<file path="src/rtl/aes_frame_loader_if.sv">
// Byte-stream handshake plus the committed text/key bundle handed to the AES chain.
interface aes_frame_loader_if;
  logic [7:0]   byte_in;
  logic         byte_valid;
  logic         byte_ready;
  logic [1:0]   mode;
  logic         abort;
  logic [0:127] text_out;
  logic [0:255] key_out;
  logic [1:0]   key_mode;
  logic         load;
  logic         busy;
  logic         frame_err;

  // Byte producer side
  modport master (
    output byte_in, byte_valid, mode, abort,
    input  byte_ready, text_out, key_out, key_mode, load, busy, frame_err
  );

  // Loader side
  modport slave (
    input  byte_in, byte_valid, mode, abort,
    output byte_ready, text_out, key_out, key_mode, load, busy, frame_err
  );
endinterface

</file>
<file path="src/rtl/aes_frame_loader.sv">
// Byte-serial loader: assembles a 128-bit text and a 128/192/256-bit key in
// shadow registers and commits them atomically with a one-cycle load pulse.
module aes_frame_loader #(
  parameter int TIMEOUT = 1000
) (
  input  logic              clk,
  input  logic              rst_n,
  aes_frame_loader_if.slave bus
);

  localparam int IW = (TIMEOUT > 0) ? $clog2(TIMEOUT + 1) : 1;

  localparam logic [0:127] TEXT_RST = 128'h00112233445566778899aabbccddeeff;
  localparam logic [0:255] KEY_RST  =
    256'h000102030405060708090a0b0c0d0e0f101112131415161718191a1b1c1d1e1f;

  typedef enum logic [1:0] {IDLE, TEXT, KEY, DONE} state_t;

  state_t         state, state_nxt;
  logic [5:0]     byte_cnt;
  logic [IW-1:0]  idle_cnt;
  logic [1:0]     mode_q;
  logic [0:127]   shadow_text;
  logic [0:255]   shadow_key;
  logic [0:255]   key_merged;
  logic [5:0]     last_cnt;
  logic [4:0]     kidx;
  logic           xfer, in_frame, abort_hit, expire;

  assign bus.byte_ready = (state != DONE);
  assign xfer      = bus.byte_valid && bus.byte_ready;
  assign in_frame  = (state == TEXT) || (state == KEY);
  assign abort_hit = in_frame && bus.abort;
  // Expiry fires on the idle edge that would bring idle_cnt up to TIMEOUT;
  // a transfer on that same edge keeps the frame alive.
  assign expire    = (TIMEOUT > 0) && in_frame && !xfer &&
                     (idle_cnt == IW'(TIMEOUT - 1));
  // Key byte j lives at byte_cnt = 16 + j.
  assign kidx      = 5'(byte_cnt - 6'd16);

  // Final byte count of the frame for the latched key size.
  always_comb begin
    last_cnt = 6'd31;
    case (mode_q)
      2'd1:    last_cnt = 6'd39;
      2'd2:    last_cnt = 6'd47;
      default: last_cnt = 6'd31;
    endcase
  end

  // Key shadow with the incoming byte merged, used on the commit edge.
  always_comb begin
    key_merged = shadow_key;
    key_merged[{kidx, 3'b000} +: 8] = bus.byte_in;
  end

  // Next-state logic; abort outranks both timeout and transfer.
  always_comb begin
    state_nxt = state;
    case (state)
      IDLE: if (xfer) state_nxt = TEXT;
      TEXT: begin
        if (abort_hit || expire)             state_nxt = IDLE;
        else if (xfer && byte_cnt == 6'd15)  state_nxt = KEY;
      end
      KEY: begin
        if (abort_hit || expire)             state_nxt = IDLE;
        else if (xfer && byte_cnt == last_cnt) state_nxt = DONE;
      end
      DONE:    state_nxt = IDLE;
      default: state_nxt = IDLE;
    endcase
  end

  // State register.
  always_ff @(posedge clk or negedge rst_n) begin
    if (!rst_n) state <= IDLE;
    else        state <= state_nxt;
  end

  // Shadow capture, counters, commit and status pulses.
  always_ff @(posedge clk or negedge rst_n) begin
    if (!rst_n) begin
      byte_cnt      <= '0;
      idle_cnt      <= '0;
      mode_q        <= '0;
      shadow_text   <= '0;
      shadow_key    <= '0;
      bus.text_out  <= TEXT_RST;
      bus.key_out   <= KEY_RST;
      bus.key_mode  <= '0;
      bus.load      <= 1'b0;
      bus.frame_err <= 1'b0;
      bus.busy      <= 1'b0;
    end else begin
      bus.load      <= 1'b0;
      bus.frame_err <= 1'b0;
      bus.busy      <= (state_nxt == TEXT) || (state_nxt == KEY);
      case (state)
        IDLE: begin
          idle_cnt <= '0;
          if (xfer) begin
            mode_q                 <= (bus.mode == 2'd3) ? 2'd0 : bus.mode;
            shadow_key             <= '0;
            shadow_text[0 +: 8]    <= bus.byte_in;
            byte_cnt               <= 6'd1;
          end
        end
        TEXT, KEY: begin
          if (abort_hit) begin
            byte_cnt <= '0;
            idle_cnt <= '0;
          end else if (xfer) begin
            idle_cnt <= '0;
            byte_cnt <= byte_cnt + 6'd1;
            if (state == TEXT) begin
              shadow_text[{byte_cnt[3:0], 3'b000} +: 8] <= bus.byte_in;
            end else begin
              shadow_key <= key_merged;
              if (byte_cnt == last_cnt) begin
                bus.text_out <= shadow_text;
                bus.key_out  <= key_merged;
                bus.key_mode <= mode_q;
                bus.load     <= 1'b1;
                byte_cnt     <= '0;
              end
            end
          end else if (expire) begin
            bus.frame_err <= 1'b1;
            byte_cnt      <= '0;
            idle_cnt      <= '0;
          end else if (idle_cnt != {IW{1'b1}}) begin
            idle_cnt <= idle_cnt + IW'(1);
          end
        end
        DONE: idle_cnt <= '0;
        default: ;
      endcase
    end
  end

endmodule

</file>
<file path="src/flat_wrapper.sv">
// flat-port wrapper written by rule: the top's interface ports become plain ports
module aes_frame_loader_flat 
#(
  parameter int TIMEOUT = 1000
)
  (clk, rst_n, bus_byte_in, bus_byte_valid, bus_mode, bus_abort, bus_byte_ready, bus_text_out, bus_key_out, bus_key_mode, bus_load, bus_busy, bus_frame_err);
  aes_frame_loader_if bus_i ();
  input  logic clk;
  input  logic rst_n;
  input wire logic [$bits(bus_i.byte_in)-1:0] bus_byte_in;
  input wire logic [$bits(bus_i.byte_valid)-1:0] bus_byte_valid;
  input wire logic [$bits(bus_i.mode)-1:0] bus_mode;
  input wire logic [$bits(bus_i.abort)-1:0] bus_abort;
  output wire logic [$bits(bus_i.byte_ready)-1:0] bus_byte_ready;
  output wire logic [$bits(bus_i.text_out)-1:0] bus_text_out;
  output wire logic [$bits(bus_i.key_out)-1:0] bus_key_out;
  output wire logic [$bits(bus_i.key_mode)-1:0] bus_key_mode;
  output wire logic [$bits(bus_i.load)-1:0] bus_load;
  output wire logic [$bits(bus_i.busy)-1:0] bus_busy;
  output wire logic [$bits(bus_i.frame_err)-1:0] bus_frame_err;
  assign bus_i.byte_in = bus_byte_in;
  assign bus_i.byte_valid = bus_byte_valid;
  assign bus_i.mode = bus_mode;
  assign bus_i.abort = bus_abort;
  assign bus_byte_ready = bus_i.byte_ready;
  assign bus_text_out = bus_i.text_out;
  assign bus_key_out = bus_i.key_out;
  assign bus_key_mode = bus_i.key_mode;
  assign bus_load = bus_i.load;
  assign bus_busy = bus_i.busy;
  assign bus_frame_err = bus_i.frame_err;
  aes_frame_loader #(.TIMEOUT(TIMEOUT)) u_core (.clk(clk), .rst_n(rst_n), .bus(bus_i));
endmodule
</file>
<file path="config.mk">
export PLATFORM = sky130hd
export DESIGN_NAME = aes_frame_loader_flat
export DESIGN_NICKNAME = d
export VERILOG_FILES = /design/src/rtl/aes_frame_loader_if.sv /design/src/rtl/aes_frame_loader.sv /design/src/flat_wrapper.sv
export SDC_FILE = /design/constraint.sdc
export NUM_CORES = 1
export LEC_CHECK = 0
export ABC_AREA = 1
export ABC_CLOCK_PERIOD_IN_PS = 2200
export BUFFER_PORTS_ARGS = -buffer_cell sky130_fd_sc_hd__buf_2
export CORE_UTILIZATION = 52
export DETAILED_ROUTE_END_ITERATION = 16
export HOLD_SLACK_MARGIN = 0.12
export PLACE_DENSITY = 0.75
export SLEW_MARGIN = 5
export SYNTH_ARGS = -nofsm -noshare
export SYNTH_HDL_FRONTEND = slang
export SYNTH_SLANG_ARGS = --single-unit
</file>
<file path="constraint.sdc">
create_clock -name clk -period 2.2 [get_ports clk]
set_input_delay 0.11 -clock clk [delete_from_list [all_inputs] [get_ports clk]]
set_output_delay 0.11 -clock clk [all_outputs]
set_load 0.005 [all_outputs]
</file>
==> out/qor.yml <==
timing:
  hold-worst-slack_ns: 0.159
  min_period_ns: 2.15
  worst_pin_slew_ns: 0.658
  clock_skew_ns: 0.0177
  clock.fmax_mhz: 464
  slew_viol_final: 0
  setup_violations: 0
  fin_crit_sh_pct: 97.9
  finalHoldViolCount: 0
  slew_headroom_pct: 56.0
  rsz0062_at_grt: "true"
yosys:
  synth_commonest_cells: "nand2_1 (1085), o21ai_0 (676), dfrtp_1 (649)"
  netlist_instances: 3606
  yosysWarnings: 0
  synth_area_leaders: "dfrtp_1 (50%), nand2_1 (12%), dfstp_2 (12%)"
  ys_seq_area_share_pct: 61.3
  synth_top_area_cell: "dfrtp_1"
  syn_avg_cell_area_um2: 9.06
  synth-edff-count: 0
  synth_ff_type: "dfrtp_1"
  synth.distinct_cells: 35
  synth_nets: 3633
  synth-seq-cells: 793
  yosysTopAreaCellShare_pct: 49.7
  synth.most_common_cell: "nand2_1"
  synthesis.area_um2: 32700
  async_flop_share_pct: 100
floorplan:
  coreArea_um2: 61900
  row_count: 91
  die_w_um: 253
  ios: 404
  die-area_um2: 63900
  start_util_pct: 52.8
  die_h_um: 253
critical_path:
  crit_path_start_kind: "flop"
  timing.critical_path.buf_inv: 5
  critical_path_required_ns: 2.72
  end_kind: "flop"
  cp_slowest_cell: "dfrtp_1"
  arrival_ns: 2.67
  worst_path_most_repeated_cell: "buf_4"
  critical_path_class: "reg -> reg"
  max_stage_delay_ns: 0.37
  crit_chain: "buf_4, ha_1, inv_2, nand2_4, nor3_4, buf_4, nand3_2, buf_4, clkbuf_16, nand2_1, nand2_1"
  cp_top_family: "buffers and inverters"
  worst-path-max-fanout: 21
finish:
  syn2layout_area_growth_pct: 22.8
  drive_gt1_share_pct: 22.0
  fin_area_um2: 40100
  nets: 4113
detailed_routing:
  drtIter0Drc: 2813
  vias: 27700
  remaining_drc_errors: 0
  ant_nets: 0
  drt-pass1-iter-count: 5
  totalWireLength_mm: 98.8
  viasPerCell: 5.55
  route.detailed.wl_per_inst_um: 19.8
clocking:
  clockRootBuffer: "clkbuf_16"
  tritoncts: "done"
  clkTransAtPathRegs_ns: 0.06
  cts_buffer_depth: 3
  cts_sinks: 793
  insertion_delay_ns: 0.64
  h-tree-depth: 3
  cts_buffers: 82
run_status:
  status: "complete, no violations"
global_routing:
  grt_max_degree: 105
  global_route.usage.total_pct: 30.5
  grt_pass1_vias: 26100
  grt_first_pass_wirelength_mm: 150
  grt_overflow_total: 0
  grt_antenna_before_repair: 1
placed_design:
  portBuffers: 403
  place_area_um2: 36700
  place.detailed.hpwl_mm: 65.8
  gp_congestion: 0.924
power_and_ir_drop:
  power.density_nw_per_um2: 898
  p_leak_nw: 19.9
  p_total_mw: 36.0
  irDropWorstVdd_mv: 0.602
flow_run:
  max-cap-violations: 0
worst_hold_path:
  min_path_type: "in -> async"
cell type report:
type,instances,area [µm²]
clock buffers,129,2480
flip-flops and latches,793,20000
clock inverters,24,438
inverters,255,958
fillers,5098,21800
well taps,837,1050
repair buffers,619,4400
diodes,1,2.50
multi-input cells,2335,10800
flip-flops by register name (all words and copies together) (netlist names):
signal                cells
u_core.bus.text_out     128
u_core.bus.busy           1
u_core.bus.frame_err      1
u_core.bus.key_out      256
u_core.shadow_key       256
u_core.mode_q             2
u_core.bus.load           1
u_core.state              2
u_core.idle_cnt          10
u_core.bus.key_mode       2
u_core.byte_cnt           6
u_core.shadow_text      128
kinds of logic (layout without fill, tap and decap cells):
logic type	Yosys count	after routing	synth area share, %
flops	793	793	61.3
buf+inv	479	1027	6.02
other cells	0	1	0
fa+ha+maj	13	13	0.498
xor+xnor	1	1	0.0268
simple gates	1280	1281	15.5
compound gates	1040	1040	16.7
layout by cell type (no fill, tap or decap), types with 7 or more instances in the layout:
cell type and instances:
nand2_1 1082, clkbuf_16 90, clkbuf_1 24, dfstp_2 144
o21ai_0 663, nand3_1 51, o21ai_1 186, dfrtp_1 648
dlygate4sd3_1 16, bufinv_16 11, ha_1 12, o22ai_1 160
inv_2 10, buf_12 43, a21oi_1 15, nor2_2 8
nor2_1 70, clkbuf_8 21, nand4_1 27, inv_1 244
buf_4 146, o31ai_1 9, buf_2 402, clkinv_2 7
nor3_1 22
routing by layer:
layer | global-route usage (%) | wire length, µm
met1 | 42.0 | 41000
met2 | 47.5 | 46500
met3 | 5.70 | 7360
met4 | 12.8 | 4010
met5 | 0 | 0
through the flow:
step / utilization [%] / instances / setup WS (ns) / setup TNS, ns
final: 64.8 / 4993 / 0.0467 / 0
after global routing: 64.8 / 4993 / -0.0637 / -2.23
after CTS: 64.3 / 4978 / 0.0277 / 0
after detailed placement: 59.3 / 4808 / 0.0759 / 0
after global placement: 59.3 / 4808 / 0.138 / 0
after floorplan: - / 3606 / 0.0319 / 0
final timing paths:
check | startpoint | endpoint | slack (ns) | depth (start not counted)
setup / recovery | u_core.state[0]$_DFF_PN0_ | u_core.bus.text_out[16]$_DFFE_PN0P_ | 0.05 | 11
hold / removal | rst_n | u_core.bus.key_out[95]$_DFFE_PN1P_ | 0.16 | 2
setup reg to reg | u_core.state[0]$_DFF_PN0_ | u_core.bus.text_out[16]$_DFFE_PN0P_ | 0.05 | 11
hold reg to reg | u_core.bus.text_out[91]$_DFFE_PN1P_ | u_core.bus.text_out[91]$_DFFE_PN1P_ | 0.46 | 2
max in group asynchronous | rst_n | u_core.bus.text_out[100]$_DFFE_PN1P_ | 1.42 | 4
min in group clk | u_core.bus.text_out[91]$_DFFE_PN1P_ | u_core.bus.text_out[91]$_DFFE_PN1P_ | 0.46 | 2
power by group:
part	switching [mW]	total, mW	internal, mW
logic	4.19	5.91	1.72
clock network	5.84	14.9	9.07
registers	0.180	15.2	15.0
total	10.2	36.0	25.8
timing repair:
action	CTS	global route
gates resized for setup	0	30
setup endpoints to repair	0	280
hold endpoints to repair	709	0
hold buffers	17	0
setup buffers	0	7
Note: power is estimated with default switching activity, not from simulation.
